$ cat src/rtl/m2_pkg.sv
// m2_pkg: shared types, defaults and the IDCT coefficient table for the milestone-2 datapath.
package m2_pkg;
    localparam int ADDR_W = 7;
    localparam logic [ADDR_W-1:0] T_OFFSET_DEF = 7'd0;
    localparam logic [ADDR_W-1:0] S_OFFSET_DEF = 7'd64;

    typedef enum logic [1:0] {IDLE, RUN, DRAIN, FINISH} state_t;

    // Row-major C[k][i], Q12 scaled DCT basis
    localparam logic signed [11:0] C_TAB [64] = '{
        12'sd1448,  12'sd1448,  12'sd1448,  12'sd1448,  12'sd1448,  12'sd1448,  12'sd1448,  12'sd1448,
        12'sd2009,  12'sd1703,  12'sd1138,  12'sd400,  -12'sd400,  -12'sd1138, -12'sd1703, -12'sd2009,
        12'sd1892,  12'sd784,  -12'sd784,  -12'sd1892, -12'sd1892, -12'sd784,   12'sd784,   12'sd1892,
        12'sd1703, -12'sd400,  -12'sd2009, -12'sd1138,  12'sd1138,  12'sd2009,  12'sd400,  -12'sd1703,
        12'sd1448, -12'sd1448, -12'sd1448,  12'sd1448,  12'sd1448, -12'sd1448, -12'sd1448,  12'sd1448,
        12'sd1138, -12'sd2009,  12'sd400,   12'sd1703, -12'sd1703, -12'sd400,   12'sd2009, -12'sd1138,
        12'sd784,  -12'sd1892,  12'sd1892, -12'sd784,  -12'sd784,   12'sd1892, -12'sd1892,  12'sd784,
        12'sd400,  -12'sd1138,  12'sd1703, -12'sd2009,  12'sd2009, -12'sd1703,  12'sd1138, -12'sd400
    };

    function automatic logic signed [11:0] c_coef(input logic [2:0] k, input logic [2:0] i);
        return C_TAB[{k, i}];
    endfunction
endpackage

$ cat src/rtl/m2_idct_col_if.sv
// m2_idct_col_if: start/done handshake plus the T read port and S write port of the shared RAM.
interface m2_idct_col_if;
    import m2_pkg::*;
    logic                    Start;
    logic signed [31:0]      read_data_T;
    logic [ADDR_W-1:0]       address_T;
    logic [ADDR_W-1:0]       address_S;
    logic signed [31:0]      write_data_S;
    logic                    write_en_S;
    logic                    Done;
    modport master (input Start, read_data_T, output address_T, address_S, write_data_S, write_en_S, Done);
    modport slave  (output Start, read_data_T, input address_T, address_S, write_data_S, write_en_S, Done);
endinterface

$ cat src/rtl/m2_mac_unit.sv
// m2_mac_unit: 32x12 signed multiply into a 47-bit accumulator, result taken as acc >>> 16.
module m2_mac_unit (
    input  logic               clk,
    input  logic               rst,
    input  logic               en_i,
    input  logic               clr_i,
    input  logic signed [31:0] data_i,
    input  logic signed [11:0] coef_i,
    output logic signed [31:0] res_o
);
    logic signed [43:0] prod;
    logic signed [46:0] acc_q, acc_d;

    always_comb begin
        prod  = 44'(data_i) * 44'(coef_i);
        acc_d = clr_i ? 47'(prod) : acc_q + 47'(prod);
    end

    always_ff @(posedge clk or posedge rst)
        if (rst) acc_q <= '0;
        else if (en_i) acc_q <= acc_d;

    assign res_o = 32'(acc_q >>> 16);
endmodule

$ cat src/rtl/m2_idct_col.sv
// m2_idct_col: column pass S = C^T * T, one MAC per clock, reading T from and writing S to the shared RAM.
module m2_idct_col
    import m2_pkg::*;
#(
    parameter logic [ADDR_W-1:0] T_OFFSET = T_OFFSET_DEF,
    parameter logic [ADDR_W-1:0] S_OFFSET = S_OFFSET_DEF
) (
    input logic CLOCK_50,
    input logic Reset,
    m2_idct_col_if.master bus
);
    state_t state_q, state_d;
    logic [8:0] n_q;
    logic [ADDR_W-1:0] address_T_q, address_S_q;
    logic signed [31:0] write_data_q, res;
    logic write_en_q, wr_q, v1_q, v2_q, l1_q, l2_q, issue, done;
    logic [2:0] k1_q, k2_q, i1_q, i2_q;
    logic [5:0] e_q;

    assign done = state_q == FINISH;

    always_comb begin
        state_d = state_q;
        issue   = 1'b0;
        case (state_q)
            IDLE: if (bus.Start && !done) begin
                state_d = RUN;
                issue   = 1'b1;
            end
            RUN: begin
                issue   = 1'b1;
                state_d = &n_q ? DRAIN : RUN;
            end
            DRAIN:  state_d = write_en_q ? FINISH : DRAIN;
            FINISH: state_d = IDLE;
        endcase
    end

    // n = 64i + 8j + k; k, i and the last-term flag ride two stages alongside the RAM latency
    always_ff @(posedge CLOCK_50 or posedge Reset)
        if (Reset) begin
            state_q <= IDLE;
            n_q <= '0;
            address_T_q <= '0;
            address_S_q <= '0;
            write_data_q <= '0;
            write_en_q <= 1'b0;
            wr_q <= 1'b0;
            v1_q <= 1'b0;
            v2_q <= 1'b0;
            l1_q <= 1'b0;
            l2_q <= 1'b0;
            k1_q <= '0;
            k2_q <= '0;
            i1_q <= '0;
            i2_q <= '0;
            e_q <= '0;
        end else begin
            state_q <= state_d;
            v1_q <= issue;
            v2_q <= v1_q;
            l2_q <= l1_q;
            k2_q <= k1_q;
            i2_q <= i1_q;
            if (issue) begin
                n_q <= n_q + 9'd1;
                address_T_q <= T_OFFSET + {1'b0, n_q[2:0], n_q[5:3]};
                k1_q <= n_q[2:0];
                i1_q <= n_q[8:6];
                l1_q <= &n_q[2:0];
            end
            wr_q <= v2_q && l2_q;
            write_en_q <= wr_q;
            if (wr_q) begin
                address_S_q <= S_OFFSET + {1'b0, e_q};
                write_data_q <= res;
                e_q <= e_q + 6'd1;
            end
        end

    m2_mac_unit u_mac (
        .clk    (CLOCK_50),
        .rst    (Reset),
        .en_i   (v2_q),
        .clr_i  (k2_q == 3'd0),
        .data_i (bus.read_data_T),
        .coef_i (c_coef(k2_q, i2_q)),
        .res_o  (res)
    );

    assign bus.address_T    = address_T_q;
    assign bus.address_S    = address_S_q;
    assign bus.write_data_S = write_data_q;
    assign bus.write_en_S   = write_en_q;
    assign bus.Done         = done;
endmodule

$ cat src/flat_wrapper.sv
// flat-port wrapper written by rule: the top's interface ports become plain ports
module m2_idct_col_flat import m2_pkg::*;
#(
    parameter logic [ADDR_W-1:0] T_OFFSET = T_OFFSET_DEF,
    parameter logic [ADDR_W-1:0] S_OFFSET = S_OFFSET_DEF
)
  (CLOCK_50, Reset, bus_Start, bus_read_data_T, bus_address_T, bus_address_S, bus_write_data_S, bus_write_en_S, bus_Done);
  m2_idct_col_if bus_i ();
  input logic CLOCK_50;
  input logic Reset;
  input wire logic [$bits(bus_i.Start)-1:0] bus_Start;
  input wire logic [$bits(bus_i.read_data_T)-1:0] bus_read_data_T;
  output wire logic [$bits(bus_i.address_T)-1:0] bus_address_T;
  output wire logic [$bits(bus_i.address_S)-1:0] bus_address_S;
  output wire logic [$bits(bus_i.write_data_S)-1:0] bus_write_data_S;
  output wire logic [$bits(bus_i.write_en_S)-1:0] bus_write_en_S;
  output wire logic [$bits(bus_i.Done)-1:0] bus_Done;
  assign bus_i.Start = bus_Start;
  assign bus_i.read_data_T = bus_read_data_T;
  assign bus_address_T = bus_i.address_T;
  assign bus_address_S = bus_i.address_S;
  assign bus_write_data_S = bus_i.write_data_S;
  assign bus_write_en_S = bus_i.write_en_S;
  assign bus_Done = bus_i.Done;
  m2_idct_col #(.T_OFFSET(T_OFFSET), .S_OFFSET(S_OFFSET)) u_core (.CLOCK_50(CLOCK_50), .Reset(Reset), .bus(bus_i));
endmodule
$ cat config.mk
export PLATFORM = sky130hd
export DESIGN_NAME = m2_idct_col_flat
export DESIGN_NICKNAME = d
export VERILOG_FILES = /design/src/rtl/m2_pkg.sv /design/src/rtl/m2_idct_col_if.sv /design/src/rtl/m2_mac_unit.sv /design/src/rtl/m2_idct_col.sv /design/src/flat_wrapper.sv
export SDC_FILE = /design/constraint.sdc
export NUM_CORES = 1
export LEC_CHECK = 0
export CAP_MARGIN = 10
export CELL_PAD_IN_SITES_DETAIL_PLACEMENT = 0
export CELL_PAD_IN_SITES_GLOBAL_PLACEMENT = 1
export CORE_MARGIN = 4
export CORE_UTILIZATION = 25
export DETAILED_ROUTE_END_ITERATION = 8
export GPL_TIMING_DRIVEN = 0
export PLACE_DENSITY = 0.47
export SLEW_MARGIN = 10
export SYNTH_ARGS = -nofsm -noshare
export SYNTH_HDL_FRONTEND = slang
export SYNTH_SLANG_ARGS = --single-unit
$ cat constraint.sdc
create_clock -name CLOCK_50 -period 13.7 [get_ports CLOCK_50]
set_input_delay 2.74 -clock CLOCK_50 [delete_from_list [all_inputs] [get_ports CLOCK_50]]
set_output_delay 2.74 -clock CLOCK_50 [all_outputs]
set_load 0.01 [all_outputs]
==> qor.yml, run 1 <==
layout:
  drive_above_1_share_pct: 4.63
  fillers: 9039
  regArea_um2: 3080
  final_util_pct: 28.7
  area_growth_pct: 13.4
  final_cells: 3726
  multi_input_area_um2: 16000
  layout.nets: 3104
placed_design:
  port_buffers: 81
  dp.cells: 3691
  hpwlAfterDp_um: 56800
  place_ws_ns: 0.994
  place_congestion: 0.850
timing:
  hold_violations: 0
  finalCritPeriodShare_pct: 89.6
  tightest_slew_ns: 1.06
  min_period_ns: 12.27
  final.setup.tns_ns: 0
  rsz0062_at_grt: "false"
  setup-violations-final: 0
  clock_skew_ns: 0.0126
  report.final.slew_viol_count: 0
  max_freq_mhz: 81.5
  setup_ws_ns: 1.43
  slew-limit-headroom_pct: 29.4
routing:
  viasPerCell: 4.49
  drt_wl_total_um: 68900
  drt_pass1_iterations: 5
  via_count: 16700
  wl_per_cell_um: 18.5
  dr.first_iter.drc_count: 747
  drc: 0
  drtAntennaViolNets: 0
worst_setup_path:
  cp.required_ns: 14.05
  crit_top_cell: "fa_1"
  crit_path_max_fanout: 10
  start_kind: "input pin"
  cpPeakStageDelay_ns: 0.69
  regToRegSetupSlack_ns: 1.54
  critPathArrivalTime_ns: 12.62
  cp_slowest_cell: "fa_1"
  critPathCaptureType: "flop"
  crit_buf_inv: 5
  cpLargestDelayFamily: "compound AO/OA/AOI/OAI gates"
  worstSetupPathType: "input pin to flop"
synth:
  syn_avg_cell_area_um2: 8.59
  synth-xor-area-share_pct: 3.87
  synth_top_area_share_pct: 31.9
  ys_async_sr_fraction_pct: 100
  synth_top_cell_by_area: "fa_1"
  synth_edf_count: 0
  synth-adder-area-share_pct: 41.0
  synth_fp_nets: 3003
  synthCells: 2475
  synth_top_family_by_area: "adder cells"
  yosysMostFrequentCell: "inv_1"
  synth_cell_types: 84
  ys_top_cells_by_count: "430 x inv_1, 406 x nand2_1, 339 x fa_1"
  ys_top_cells_by_area: "fa_1 32%, dfrtp_1 14%, ha_1 9.1%"
  synthSimpleGateAreaFrac_pct: 15.9
  synth_seq_cells: 123
  syn-cell-area_um2: 21300
  synthMuxAreaShare_pct: 2.39
  yosysWarningCount: 0
  synth_compound_area_share_pct: 12.3
  synth-main-ff-cell: "dfrtp_1"
  ys_seq_area_share_pct: 14.5
floorplanning:
  coreArea_um2: 84000
  die_h_um: 300
  ios: 83
  initial_core_util_pct: 25.3
  dieArea_um2: 89800
  dieWidth_um: 300
  rows: 106
job:
  cap_violations: 0
clocking:
  h-tree-depth: 4
  post_cts_resize_count: 0
  clk_pin_slew_ns: 0.06
  ctsHoldBuffers: 0
  clkSinkCount: 123
  cts_tree: "built"
  cts-root-buf: "clkbuf_16"
  insertion_delay_ns: 0.44
  post-cts-setup-buffer-count: 0
  cts_made_buffers: 17
  cts_max_path_buffers: 2
global_route:
  grt_pass1_vias: 18100
  grt_first_pass_wirelength_um: 110000
  antenna_found_initial: 4
  grt_max_degree: 78
  globalRouteOverflowTotal: 0
  grt_use_total_pct: 15.8
outcome:
  outcome: "complete, no violations"
hold_path:
  hp-class: "flop to flop"
[path summary, 6_finish.rpt]
kind / startpoint / end / cells after the start
max: bus_read_data_T[2] / u_core.u_mac.acc_q[46] / 33
min: u_core.v1_q / u_core.v2_q / 0
max reg2reg: u_core.i2_q[1] / u_core.u_mac.acc_q[46] / 40
min reg2reg: u_core.v1_q / u_core.v2_q / 0
max in group asynchronous: Reset / u_core.u_mac.acc_q[18] / 3
min in group asynchronous: Reset / u_core.bus.address_T[1] / 2
[cells in the final DEF, fill, tap and decap left out, drive strengths merged, types with 5 or more instances in the layout]
cell type / n
a211oi: 9
fa: 339
o22ai: 10
o21ai: 71
and4: 5
dfrtp: 123
and2: 86
xor2: 31
clkbuf: 132
a31oi: 23
clkdlybuf4s50: 81
o21bai: 10
o21a: 10
xnor2: 62
nor2b: 14
buf: 15
ha: 154
a21o: 51
or2: 11
nand2: 406
o31ai: 6
nand4: 22
nor2: 152
inv: 438
a21oi: 144
o221ai: 6
nand2b: 11
mux2: 39
o211ai: 13
nand3: 24
and3: 8
nor3: 11
[stage by stage]
step                cell area (um^2)  hold slack, ns
global route                   24100           0.381
CTS                            24100           0.353
floorplan                      21300           0.331
detailed placement             23500           0.338
global placement               23500           0.337
finish                         24100           0.350
[logic make-up (layout without fill, tap and decap cells)]
| kind of cell | Yosys count | in the layout |
|---|---|---|
| multiplexers | 43 | 43 |
| adder cells (fa/ha/maj) | 493 | 493 |
| AND/OR/NAND/NOR | 762 | 762 |
| buffers and inverters | 561 | 675 |
| flip-flops | 123 | 123 |
| XOR/XNOR | 93 | 93 |
| AO/OA/AOI/OAI | 399 | 399 |
| other | 1 | 4 |
[layer usage]
metal | global-route usage [%] | part of all wire (%) | vias up
met5 | 0 | 0.015 | -
met4 | 3.47 | 1.8 | 2
met3 | 1.64 | 3.2 | 44
met2 | 25.0 | 45 | 283
met1 | 23.3 | 50 | 8403
li1 | - | - | 8000
[final cells by class]
type	instances	area share, %
tap	1134	5.88
multi-input combinational	1791	66.5
timing repair buffer	82	3.48
antenna	3	0.0311
clock buffer	17	1.76
clock inverter	15	0.638
inverter	431	6.73
sequential	123	12.8
buffer	130	2.20
[flip-flops by register name, summed over array words and instances, names as in the netlist, named ones only]
register                 cells
u_core.l2_q                  1
u_core.i2_q                  3
u_core.e_q                   6
u_core.k1_q                  3
u_core.bus.write_data_S     31
u_core.k2_q                  3
u_core.l1_q                  1
u_core.wr_q                  1
u_core.i1_q                  3
u_core.bus.address_S         7
u_core.bus.address_T         3
u_core.bus.write_en_S        1
u_core.state_q               1
u_core.u_mac.acc_q          47
u_core.v2_q                  1
u_core.n_q                   9
u_core.v1_q                  1
[worst reg2reg max path: cells and delay by family, from the launching register on]
family,cells,cell delay (ns)
DFF,1,0.48
xor gates and xnor gates,1,0.48
AOI/OAI and AO/OA,20,4.81
adders and majority gates,8,3.70
muxes,1,0.57
buffers and inverters,5,1.28
and+or+nand+nor,5,0.77
Power of run 1 is not shown: default switching activity piles up to over one toggle a cycle in this logic, so the estimate is an artifact.
==> run 2: changes to the inputs <==
--- a/config.mk
+++ b/config.mk
@@ -11,8 +11,9 @@
 export CORE_MARGIN = 4
 export CORE_UTILIZATION = 25
 export DETAILED_ROUTE_END_ITERATION = 8
+export DONT_BUFFER_PORTS = 1
 export GPL_TIMING_DRIVEN = 0
-export PLACE_DENSITY = 0.47
+export PLACE_DENSITY = 0.45
 export SLEW_MARGIN = 10
 export SYNTH_ARGS = -nofsm -noshare
 export SYNTH_HDL_FRONTEND = slang
==> run 2 against run 1 <==
  * Flip-flop and latch count did not move
  * Critical path depth rose by 6
  * Worst hold slack improved by 0.0028 ns
  * Utilization is 0.94 points lower
  * Global-route usage rose by 0.13 points
  * Routed wire length rose by 0.92%
  * Final cell count fell by 2.2%
  * Fmax is 0.65% lower
==> qor.yml, run 2 (same netlist as run 1, synthesis figures left out) <==
layout:
  final_common_cell: "inv_1"
  final_cells: 3645  # -2.2%
  area_growth_pct: 9.71
  largest_register: "u_core.u_mac.acc_q"
  layout.nets: 3023  # -2.6%
  regArea_um2: 3080  # unchanged
  final_util_pct: 27.8  # -0.94 points
  final_cell_mix: "429 x inv_1, 406 x nand2_1, 339 x fa_1, 154 x ha_1, 152 x nor2_1"
  largest_reg_flops: 47  # unchanged
  multi_input_area_um2: 16000  # about the same
  drive_above_1_share_pct: 4.82  # +0.19 points
  fillers: 9113  # +0.82%
worst_setup_path:
  ff2ff_path_depth: 39  # -2.5%
  start_kind: "flop"
  worstSetupPathType: "flop to flop"
  crit_top_cell: "fa_1"
  critPathArrivalTime_ns: 12.71  # +0.09 ns
  cp.required_ns: 14.05  # about the same
  crit_path_max_fanout: 10  # unchanged
  cpPeakStageDelay_ns: 0.93  # +0.24 ns
  regToRegSetupSlack_ns: 1.35  # -0.19 ns
  cp_slowest_cell: "o21ai_1"
  critPathCaptureType: "flop"
routing:
  dr.first_iter.drc_count: 777  # +4.0%
  drc: 0  # unchanged
  drt_wl_total_um: 69500  # +0.92%
  wl_met3_um: 2420  # +8.2%
  wl_per_cell_um: 19.1  # +3.2%
  via_count: 16400  # -2.0%
  viasPerCell: 4.50  # +0.18%
  top_layer_used: "met5"
  wl_met2_um: 31700  # +2.2%
  met1_length_um: 34200  # -0.61%
  drt_pass1_iterations: 5  # unchanged
  drtAntennaViolNets: 0  # unchanged
timing:
  slew-limit-headroom_pct: 19.9  # -9.5 points
  rsz0062_at_grt: "false"
  clock_skew_ns: 0.0111  # -0.00149 ns
  setup_ws_ns: 1.35  # -0.0808 ns
  final.setup.tns_ns: 0  # unchanged
  setup-violations-final: 0  # unchanged
  report.final.slew_viol_count: 0  # unchanged
  max_freq_mhz: 81.0  # -0.65%
  hold_violations: 0  # unchanged
  finalCritPeriodShare_pct: 90.2  # +0.59 points
  min_period_ns: 12.35  # +0.0808 ns
  tightest_slew_ns: 1.19  # +0.134 ns
floorplanning:
  dieArea_um2: 89800  # unchanged
  initial_core_util_pct: 25.3  # unchanged
  coreArea_um2: 84000  # unchanged
  ios: 83  # unchanged
  dieWidth_um: 300  # unchanged
  die_h_um: 300  # unchanged
  rows: 106  # unchanged
global_route:
  grt_max_degree: 70  # -10%
  grt_use_total_pct: 15.9  # +0.13 points
  grt_first_pass_wirelength_um: 111000  # +0.29%
  antenna_found_initial: 7  # +3
  grt_pass1_vias: 17800  # -2.1%
  globalRouteOverflowTotal: 0  # unchanged
clocking:
  cts_tree: "built"
  post-cts-setup-buffer-count: 0  # unchanged
  cts_max_path_buffers: 2  # unchanged
  h-tree-depth: 4  # unchanged
  cts_made_buffers: 17  # unchanged
  cts-root-buf: "clkbuf_16"
  clkSinkCount: 123  # unchanged
  insertion_delay_ns: 0.44  # about the same
  clk_pin_slew_ns: 0.07  # about the same
  ctsHoldBuffers: 0  # unchanged
  post_cts_resize_count: 0  # unchanged
placed_design:
  port_buffers: 0  # -100%
  place_ws_ns: 1.38  # +0.390 ns
  hpwlAfterDp_um: 57500  # +1.2%
  dp.cells: 3610  # -2.2%
  place_congestion: 0.854  # +0.48%
outcome:
  outcome: "complete, no violations"
hold_path:
  hp-class: "flop to flop"
  whs_path_depth: 0  # unchanged
job:
  cap_violations: 0  # unchanged
run 2: changes by cell type in the layout (fill, tap and decap cells not counted), sizes merged:
cell	delta
inv	+2
clkinvlp	-2
clkdlybuf4s50	-81
run 2: worst paths after layout:
check | end | start
min in group asynchronous | u_core.e_q[4] | Reset
worst min register to register | u_core.v2_q | u_core.v1_q
worst min-delay path | u_core.v2_q | u_core.v1_q
worst max register to register | u_core.u_mac.acc_q[46] | u_core.i2_q[1]
max in group asynchronous | u_core.u_mac.acc_q[20] | Reset
worst max-delay path | u_core.u_mac.acc_q[46] | u_core.i2_q[1]
run 2: cell type report:
| cell class | instances | area share [%] |
|---|---|---|
| clock inverters | 15 | 0.740 |
| inverters | 431 | 6.96 |
| clock buffers | 17 | 1.82 |
| repair buffers | 1 | 0.118 |
| multi-input cells | 1791 | 68.8 |
| plain buffers | 130 | 2.28 |
| flip-flops and latches | 123 | 13.2 |
| well taps | 1134 | 6.08 |
| diodes | 3 | 0.0322 |
run 2: worst max-delay path, delay by kind of cell, from the launching register on:
| kind | cells | cell delay, ns |
|---|---|---|
| XOR/XNOR | 2 | 0.60 |
| adder cells (fa/ha/maj) | 8 | 3.64 |
| buffers and inverters | 6 | 1.60 |
| multiplexers | 1 | 0.57 |
| AND/OR/NAND/NOR | 5 | 0.83 |
| flip-flops | 1 | 0.52 |
| AO/OA/AOI/OAI | 17 | 4.51 |
run 2: per-stage QoR:
| step | area, um^2 | hold WS, ns |
|---|---|---|
| after floorplan | 21300 | 0.331 |
| after global placement | 22700 | 0.335 |
| after detailed placement | 22700 | 0.340 |
| after CTS | 23300 | 0.355 |
| after global routing | 23300 | 0.370 |
| final | 23300 | 0.353 |
run 2: metal layers:
metal  vias up  global-route usage (%)
met4         2                    3.39
met1      8231                    23.1
met3        53                    1.97
li1       7822                       -
met2       289                    25.6
met5         -                       0
Power of run 2 is left out for the same reason.
==> run 3: changes to the inputs <==
--- a/config.mk
+++ b/config.mk
@@ -14,6 +14,7 @@
 export DONT_BUFFER_PORTS = 1
 export GPL_TIMING_DRIVEN = 0
 export PLACE_DENSITY = 0.45
+export SETUP_SLACK_MARGIN = 0.2
 export SLEW_MARGIN = 10
 export SYNTH_ARGS = -nofsm -noshare
 export SYNTH_HDL_FRONTEND = slang
==> results of run 3 <==
Same layout as run 2: the final DEF is identical, and so are final timing and power.
Power of run 3 is left out for the same reason.
